--- src/rtl/branch_ctrl.sv ---
// Branch/jump resolution and PC sequencing for a single-issue RV32 front end.
// Redirect decision is combinational; PC, flush pulse and branch statistics are registered.
module branch_ctrl #(
   parameter logic [31:0] RESET_PC = 32'h0000_0000,
   parameter int          CNT_W    = 16
) (
   input  logic             clk,
   input  logic             rst,
   input  logic             stall,
   input  logic [6:0]       opcode,
   input  logic [2:0]       funct3,
   input  logic [31:0]      imm,
   input  logic [31:0]      rs1_data,
   input  logic             BrEq,
   input  logic             BrLT,
   output logic             BrUn,
   output logic [31:0]      pc,
   output logic [31:0]      pc_plus4,
   output logic             PCSel,
   output logic [31:0]      target,
   output logic             flush,
   output logic             illegal,
   output logic             misaligned,
   output logic [CNT_W-1:0] br_count,
   output logic [CNT_W-1:0] taken_count
);

   localparam logic [6:0] OP_BRANCH = 7'b1100011;
   localparam logic [6:0] OP_JAL    = 7'b1101111;
   localparam logic [6:0] OP_JALR   = 7'b1100111;

   logic        isBranch;
   logic        isJal;
   logic        isJalr;
   logic        condMet;
   logic        taken;
   logic        legalBranch;
   logic [31:0] targetSum;

   assign isBranch = (opcode == OP_BRANCH);
   assign isJal    = (opcode == OP_JAL);
   assign isJalr   = (opcode == OP_JALR);

   // NOTE: every output of this block gets a default before the case, so no path can infer a latch.
   always_comb begin
      condMet = 1'b0;
      illegal = 1'b0;
      if (isBranch) begin
         unique case (funct3)
            3'b000:          condMet = BrEq;
            3'b001:          condMet = ~BrEq;
            3'b100, 3'b110:  condMet = BrLT;
            3'b101, 3'b111:  condMet = ~BrLT;
            default:         illegal = 1'b1;
         endcase
      end
   end

   // BGEU/BLTU are the only encodings with funct3[2:1] == 2'b11.
   assign BrUn        = isBranch && (funct3[2:1] == 2'b11);
   assign legalBranch = isBranch && !illegal;
   assign taken       = (legalBranch && condMet) || isJal || isJalr;

   assign targetSum   = (isJalr ? rs1_data : pc) + imm;
   assign target      = isJalr ? {targetSum[31:1], 1'b0} : targetSum;
   assign misaligned  = taken && target[1];
   assign PCSel       = taken && !misaligned;
   assign pc_plus4    = pc + 32'd4;

   // NOTE: state registers use non-blocking assignments; reset is asynchronous and overrides stall.
   always_ff @(posedge clk or posedge rst) begin
      if (rst) begin
         pc          <= RESET_PC;
         flush       <= 1'b0;
         br_count    <= '0;
         taken_count <= '0;
      end else if (stall) begin
         flush <= 1'b0;
      end else begin
         pc    <= PCSel ? target : pc_plus4;
         flush <= PCSel;
         if (legalBranch) begin
            if (br_count != '1)
               br_count <= br_count + CNT_W'(1);
            if (PCSel && (taken_count != '1))
               taken_count <= taken_count + CNT_W'(1);
         end
      end
   end

endmodule

--- config.mk ---
export PLATFORM = sky130hd
export DESIGN_NAME = branch_ctrl
export DESIGN_NICKNAME = d
export VERILOG_FILES = /design/src/rtl/branch_ctrl.sv
export SDC_FILE = /design/constraint.sdc
export NUM_CORES = 1
export LEC_CHECK = 0
export ABC_AREA = 0
export CORE_ASPECT_RATIO = 1.75
export CORE_UTILIZATION = 35
export CTS_CLUSTER_SIZE = 14
export DETAILED_ROUTE_END_ITERATION = 10
export GPL_TIMING_DRIVEN = 0
export PLACE_DENSITY = 0.63
export SLEW_MARGIN = 20
export SYNTH_ARGS = -nofsm -noshare
export SYNTH_HDL_FRONTEND = slang
export SYNTH_SLANG_ARGS = --single-unit
--- constraint.sdc ---
create_clock -name clk -period 6.9 [get_ports clk]
set_clock_uncertainty 0.1 [all_clocks]
set_input_delay 1.38 -clock clk [delete_from_list [all_inputs] [get_ports clk]]
set_output_delay 1.38 -clock clk [all_outputs]
set_load 0.02 [all_outputs]
==> results.md, run 1 <==
- Status: completed
- Clock tree buffer depth: 2
- Worst path top cell family by delay: compound AO/OA/AOI/OAI gates
- Post-synthesis cell count: 666
- Hold crit path type: reg -> reg
- Grt met3 use: 4.16%
- Number of H-tree levels: 3
- Crit path buf inv count: 4
- Wirelength, routed: around 21000 µm
- Fmax: 0.148 GHz
- Synth Net Count: 783
- DIE HEIGHT: ~170 µm
- Top Ports: about 210
- First-pass GRT wire length: between 30000 and 40000 µm
- Drt first pass iters: 6
- Primary FF master, synth: dfrtp_1
- GR Util met2: 45.2%
- Sink Count: 65
- Power Total: 2.53 mW
- Post-synth EDFFs: 0
- Power Dens Cells: approximately 290 nW/µm²
- MaxCap Viol Count: 0
- CTS tree: done
- Netlist cell types: 73
- Worst path cell trace: clkdlybuf4s50_1 -> nor2b_2 -> nand4_1 -> nor2_1 -> nand2_2 -> buf_6 -> mux2_2 -> ha_1 -> a21oi_1 -> or3b_4 -> o21ai_4 -> a211oi_4 -> o21a_1 -> buf_4 -> o311a_4 -> clkdlybuf4s15_2
- Final HPWL DP: roughly 17000 µm
- Leakage Power: 3.78 nW
- Crit path kind: in -> out
- Residual DRC count: 0
- Initial core utilization: 35.7%
- Ys Warns: 0
- Most frequent cells in the layout: 190 x clkdlybuf4s50_1, 65 x dfrtp_1, 60 x xnor2_1
- Final Hold Vio Count: 0
- Routed wire length per instance: 19.1 µm
- #FFs+latches synth: between 60 and 70
- Iter 0 DRT Violations: roughly 210
- WP data required: 5.42 ns
- Nets@finish: roughly 1000
- Sum Neg Setup Slack: 0 ns
- # rows: 62
- Worst setup EP type: output pin
- Slew Limit Headroom: ~54%
- Met1 Use GR: approximately a quarter
- RSZ-0062 raised after global routing: yes
- Via density per instance: between 5 and 6
- Async SR Flop Fraction: 100%
- Worst VDD drop: 0.220 mV
- Inserted Diodes: 0
- Core area: roughly 16000 µm²
- Kind of start point of the critical path: primary input
- Largest stage delay, worst path: between 0.4 and 0.5 ns
- Initial antenna violation count: 0
- Placer Congestion: approximately 0.96
- Least-Margin Pin Slew: 0.690 ns
- Most common cell after layout, fill and taps aside: clkdlybuf4s50_1
- Layout area overhead: 50.9%
- DR vias: 6061
- Syn_area_per_cell: 8.77 µm²
- Fill cell count: between 1500 and 2000
- Root Driver: clkbuf_16
- Area of placed instances: around 8300 µm²
- Most used routing layer: met2
- Area of the mapped netlist: 5840 µm²
- Clk slew on worst S/H paths: roughly 0.060 ns
- Remaining Overflow, GRT: 0
- Setup Viol. Count Final: 0
- Tmin final: between 6 and 7 ns
- Die ar.: 17200 µm²
- Routed Antenna Nets: 0
- Die span in x: around 100 µm
- Total track usage: 24.8%
- Clock Latency Late Sink: approximately 0.34 ns
- Dpl cells: ~1100
- I/O Buffers: 211
- Max FO, Critical Path: 10
- Max-slew violations: 0
- Vias in the first global route: 6058
- Seq/Total Area, Yosys: 27.8%
- Largest net degree at the start of global routing: 35
- Share of cells above drive strength 1: 13.9%
- Final worst-path cycle share: ~98%
- Final Cell Area: roughly 8800 µm²
- TritonCTS Buffers: 9
- Post-route insts no fill: around 1100
- Worst path arrival time: 5.28 ns
- Slowest CP cell: clkdlybuf4s50_1
- Flop2flop setup slack: 3.39 ns
-- repair_timing --
item,CTS,global route
resized for setup,54,40
pin swaps,6,6
hold buffers,0,0
setup endpoints to repair,27,19
buffers inserted,7,3
-- metrics by stage --
| step | hold slack, ns | utilization, % | setup slack (ns) |
|---|---|---|---|
| floorplan | 0.489 | - | 0.797 |
| global placement | 0.369 | 50.3 | -1.62 |
| detailed placement | 0.376 | 50.4 | -1.63 |
| CTS | 0.386 | 53.3 | 0.00975 |
| global route | 0.417 | 53.8 | -0.117 |
| finish | 0.382 | 53.8 | 0.137 |
-- flip-flops by register name, summed over array words and instances, names as in the netlist --
name	cells
br_count	16
flush	1
pc	32
taken_count	16
-- cells in the mapped netlist (all sizes together), types with 10 or more instances --
| cell | number | area [µm²] |
|---|---|---|
| clkbuf | 15 | 57.6 |
| mux2i | 10 | 100 |
| a21o | 26 | 195 |
| nand4 | 19 | 146 |
| nor3 | 18 | 111 |
| inv | 26 | 97.6 |
| nor2 | 39 | 146 |
| ha | 37 | 463 |
| and3 | 10 | 62.6 |
| o21ai | 30 | 150 |
| mux2 | 34 | 383 |
| nand2 | 54 | 203 |
| a21oi | 49 | 245 |
| nand3 | 30 | 160 |
| buf | 13 | 71.3 |
| xor2 | 21 | 184 |
| xnor2 | 65 | 577 |
| dfrtp | 65 | 1630 |
-- cell type report --
type	count	area (µm²)	area share [%]
Tap cell	224	280	3.18
Multi-Input combinational cell	547	4150	47.0
Timing Repair Buffer	222	2180	24.7
Clock buffer	10	239	2.71
Inverter	26	100	1.14
Buffer	28	154	1.75
Clock inverter	6	91.3	1.04
Sequential cell	65	1630	18.5
-- layer usage --
metal / vias up / wire length, µm
li1: 2906 / -
met1: 2860 / 7830
met2: 242 / 11500
met3: 53 / 1050
met4: 0 / 1140
met5: - / 0
-- kinds of logic after synthesis --
family	share of synthesized area [%]
AOI/OAI and AO/OA	19.1
xor gates and xnor gates	13.0
adders and majority gates	8.27
buffers and inverters	3.88
DFF	27.8
muxes	8.27
and+or+nand+nor	19.6
-- where the power goes --
part	internal [mW]	switching [mW]
Combinational	0.681	0.832
Clock	0.327	0.181
Sequential	0.426	0.0800
-- path summary, 6_finish.rpt --
kind,startpoint,end,cells past startpoint
max,opcode[6],target[30],16
min,taken_count[8]$_DFFE_PP0P_,taken_count[8]$_DFFE_PP0P_,1
max reg2reg,pc[9]$_DFFE_PP0N_,pc[23]$_DFFE_PP0N_,11
min reg2reg,taken_count[8]$_DFFE_PP0P_,taken_count[8]$_DFFE_PP0P_,1
max in group asynchronous,rst,pc[10]$_DFFE_PP0N_,3
min in group asynchronous,rst,taken_count[6]$_DFFE_PP0P_,2
Power figures use the tool's default switching activity.
==> run 2: changes to the inputs <==
--- a/config.mk
+++ b/config.mk
@@ -10,7 +10,6 @@
 export CORE_UTILIZATION = 35
 export CTS_CLUSTER_SIZE = 14
 export DETAILED_ROUTE_END_ITERATION = 10
-export GPL_TIMING_DRIVEN = 0
 export PLACE_DENSITY = 0.63
 export SLEW_MARGIN = 20
 export SYNTH_ARGS = -nofsm -noshare
==> run 2 against run 1 <==
Hold slack better by 0.0068 ns; core utilization is 1.0 points higher; worst setup slack better by 0.11 ns; cell count is 3.4% higher; combinational power is 3% higher; die area stayed put; critical path depth is 1 higher; sequential share of layout area is 0.35 points lower; via count is 0.71% higher; register-to-register slack hardly changed; critical endpoint is now target[17]; largest power group unchanged; highest routed layer unchanged.
==> results.md, run 2 (same netlist as run 1, synthesis figures left out) <==
- Wirelength, routed: 21500 µm
- Place WS: -0.171 ns
- Worst setup EP type: output pin
- TritonCTS Buffers: 9
- Worst R2R End: pc[0]$_DFFE_PP0P_
- Top Registers: pc: 32 flops, br_count: 16 flops, taken_count: 16 flops
- Vias in the first global route: between 6000 and 7000
- Top Ports: between 200 and 250
- Final Hold Vio Count: 0
- Most frequent cells in the layout: 191 x clkdlybuf4s50_1, 77 x buf_4, 65 x dfrtp_1
- Status: completed
- Slew Limit Headroom: 39.7%
- Flop2flop setup slack: 3.39 ns
- Worst path arrival time: roughly 5.2 ns
- Layout area overhead: 53.8%
- Fmax: 0.150 GHz
- Drt first pass iters: 4
- Inserted Diodes: 0
- Hold crit path type: reg -> reg
- First-pass GRT wire length: 32800 µm
- Final worst-path cycle share: between 90% and 100%
- I/O Buffers: 211
- Initial core utilization: 35.7%
- Fin util: a little over half
- RR Startpoint: pc[0]$_DFFE_PP0P_
- CTS tree: done
- Initial antenna violation count: 0
- Setup Viol. Count Final: 0
- Clock tree buffer depth: 2
- CP startpoint: opcode[6]
- Max FFs per register: 32
- DIE HEIGHT: about 170 µm
- Max FO, Critical Path: 8
- Worst Reg-to-Reg Cells: 10
- Via density per instance: 5.23
- # rows: 62
- Total track usage: 25.0%
- Die span in x: between 90 and 100 µm
- Clk slew on worst S/H paths: 0.05 ns
- Max-slew violations: 0
- Number of H-tree levels: 3
- Routed Antenna Nets: 0
- Final HPWL DP: between 15000 and 20000 µm
- Setup bufs post-CTS: 0
- Residual DRC count: 0
- Most common cell after layout, fill and taps aside: clkdlybuf4s50_1
- Share of cells above drive strength 1: roughly 17%
- Post-route setup slack: 0.243 ns
- Kind of start point of the critical path: primary input
- DR vias: 6104
- Iter 0 DRT Violations: 185
- MaxCap Viol Count: 0
- Clock Latency Late Sink: roughly 0.34 ns
- Routed wire length per instance: ~18 µm
- Sink Count: between 60 and 70
- RSZ-0062 raised after global routing: no
- Crit path kind: in -> out
- Nets@finish: ~1100
- Capture point of the worst path: target[17]
- Core area: 16400 µm²
- Tmin final: roughly 6.7 ns
- Worst VDD drop: roughly 0.25 mV
- Root Driver: clkbuf_16
- Placer Congestion: between 0.8 and 0.9
- WP data required: around 5.4 ns
- Largest Register: pc
- Largest net degree at the start of global routing: 66
- Remaining Overflow, GRT: 0
- Power Dens Cells: ~280 nW/µm²
- Die ar.: around 17000 µm²
- Worst Hold Launch: taken_count[6]$_DFFE_PP0P_
- Leakage Power: 3.99 nW
- Least-Margin Pin Slew: approximately 0.9 ns
[run 2: changes by cell type in the layout (fill, tap and decap cells not counted), moves of 4 or more]
| cell | before | now |
|---|---|---|
| buf_2 | 7 | 1 |
| buf_4 | 13 | 77 |
| buf_6 | 4 | 0 |
| clkbuf_1 | 14 | 0 |
| dlymetal6s2s_1 | 5 | 9 |
[run 2: how the worst min path moves through the flow]
stage	end	slack (ns)	cells past startpoint
6_report	taken_count[6]$_DFFE_PP0P_	0.39	1
3_5_place_dp	taken_count[8]$_DFFE_PP0P_	0.38	1
2_1_floorplan	br_count[10]$_DFFE_PP0P_	0.49	1
5_1_grt	taken_count[6]$_DFFE_PP0P_	0.41	1
3_3_place_gp	taken_count[8]$_DFFE_PP0P_	0.37	1
4_1_cts	taken_count[6]$_DFFE_PP0P_	0.39	1
[run 2: power breakdown]
part / leakage (nW) / total (mW) / switching (mW) / internal, mW
Clock: 0.132 / 0.440 / 0.194 / 0.246
Sequential: 0.833 / 0.524 / 0.0988 / 0.425
Combinational: 3.03 / 1.55 / 0.796 / 0.751
Total: 3.99 / 2.51 / 1.09 / 1.42
[run 2: metrics by stage]
step	setup TNS, ns	cell area [µm²]	total power, mW	hold slack (ns)	std cells
floorplan	0	5840	1.33	0.489	666
global placement	-0.758	8690	2.10	0.372	1150
detailed placement	-1.01	8690	2.09	0.378	1150
CTS	0	8970	2.53	0.389	1166
global route	0	8980	2.64	0.409	1166
finish	0	8980	2.51	0.389	1166
[run 2: what timing repair did]
item	CTS	global route
hold buffers	0	0
hold endpoints to repair	0	0
gates resized for setup	13	29
pin swaps	0	3
setup endpoints to repair	11	19
[run 2: area by class of cell]
| type | instances | area (µm²) |
|---|---|---|
| flip-flops and latches | 65 | 1630 |
| fillers | 1536 | 7380 |
| inverters | 26 | 97.6 |
| well taps | 224 | 280 |
| repair buffers | 288 | 2670 |
| clock buffers | 9 | 225 |
| multi-input cells | 547 | 4030 |
| clock inverters | 7 | 55.1 |
[run 2: critical path: stages]
cell	delay [ns]
clkdlybuf4s50_1	0.46
nor2b_2	0.14
nand4_1	0.11
nor2_1	0.10
nand2_1	0.11
buf_4	0.20
buf_4	0.13
mux2_2	0.26
ha_1	0.29
and4_1	0.19
nand2_1	0.09
or4_4	0.56
and2_1	0.18
o21ai_1	0.21
a31oi_1	0.14
xnor2_1	0.26
clkdlybuf4s15_1	0.35
[run 2: routing by layer]
metal | share of wire (%) | GRT usage [%]
met5 | 0 | 0
met4 | 3.9 | 11.2
met3 | 3.5 | 3.40
met2 | 56 | 49.1
met1 | 37 | 25.2
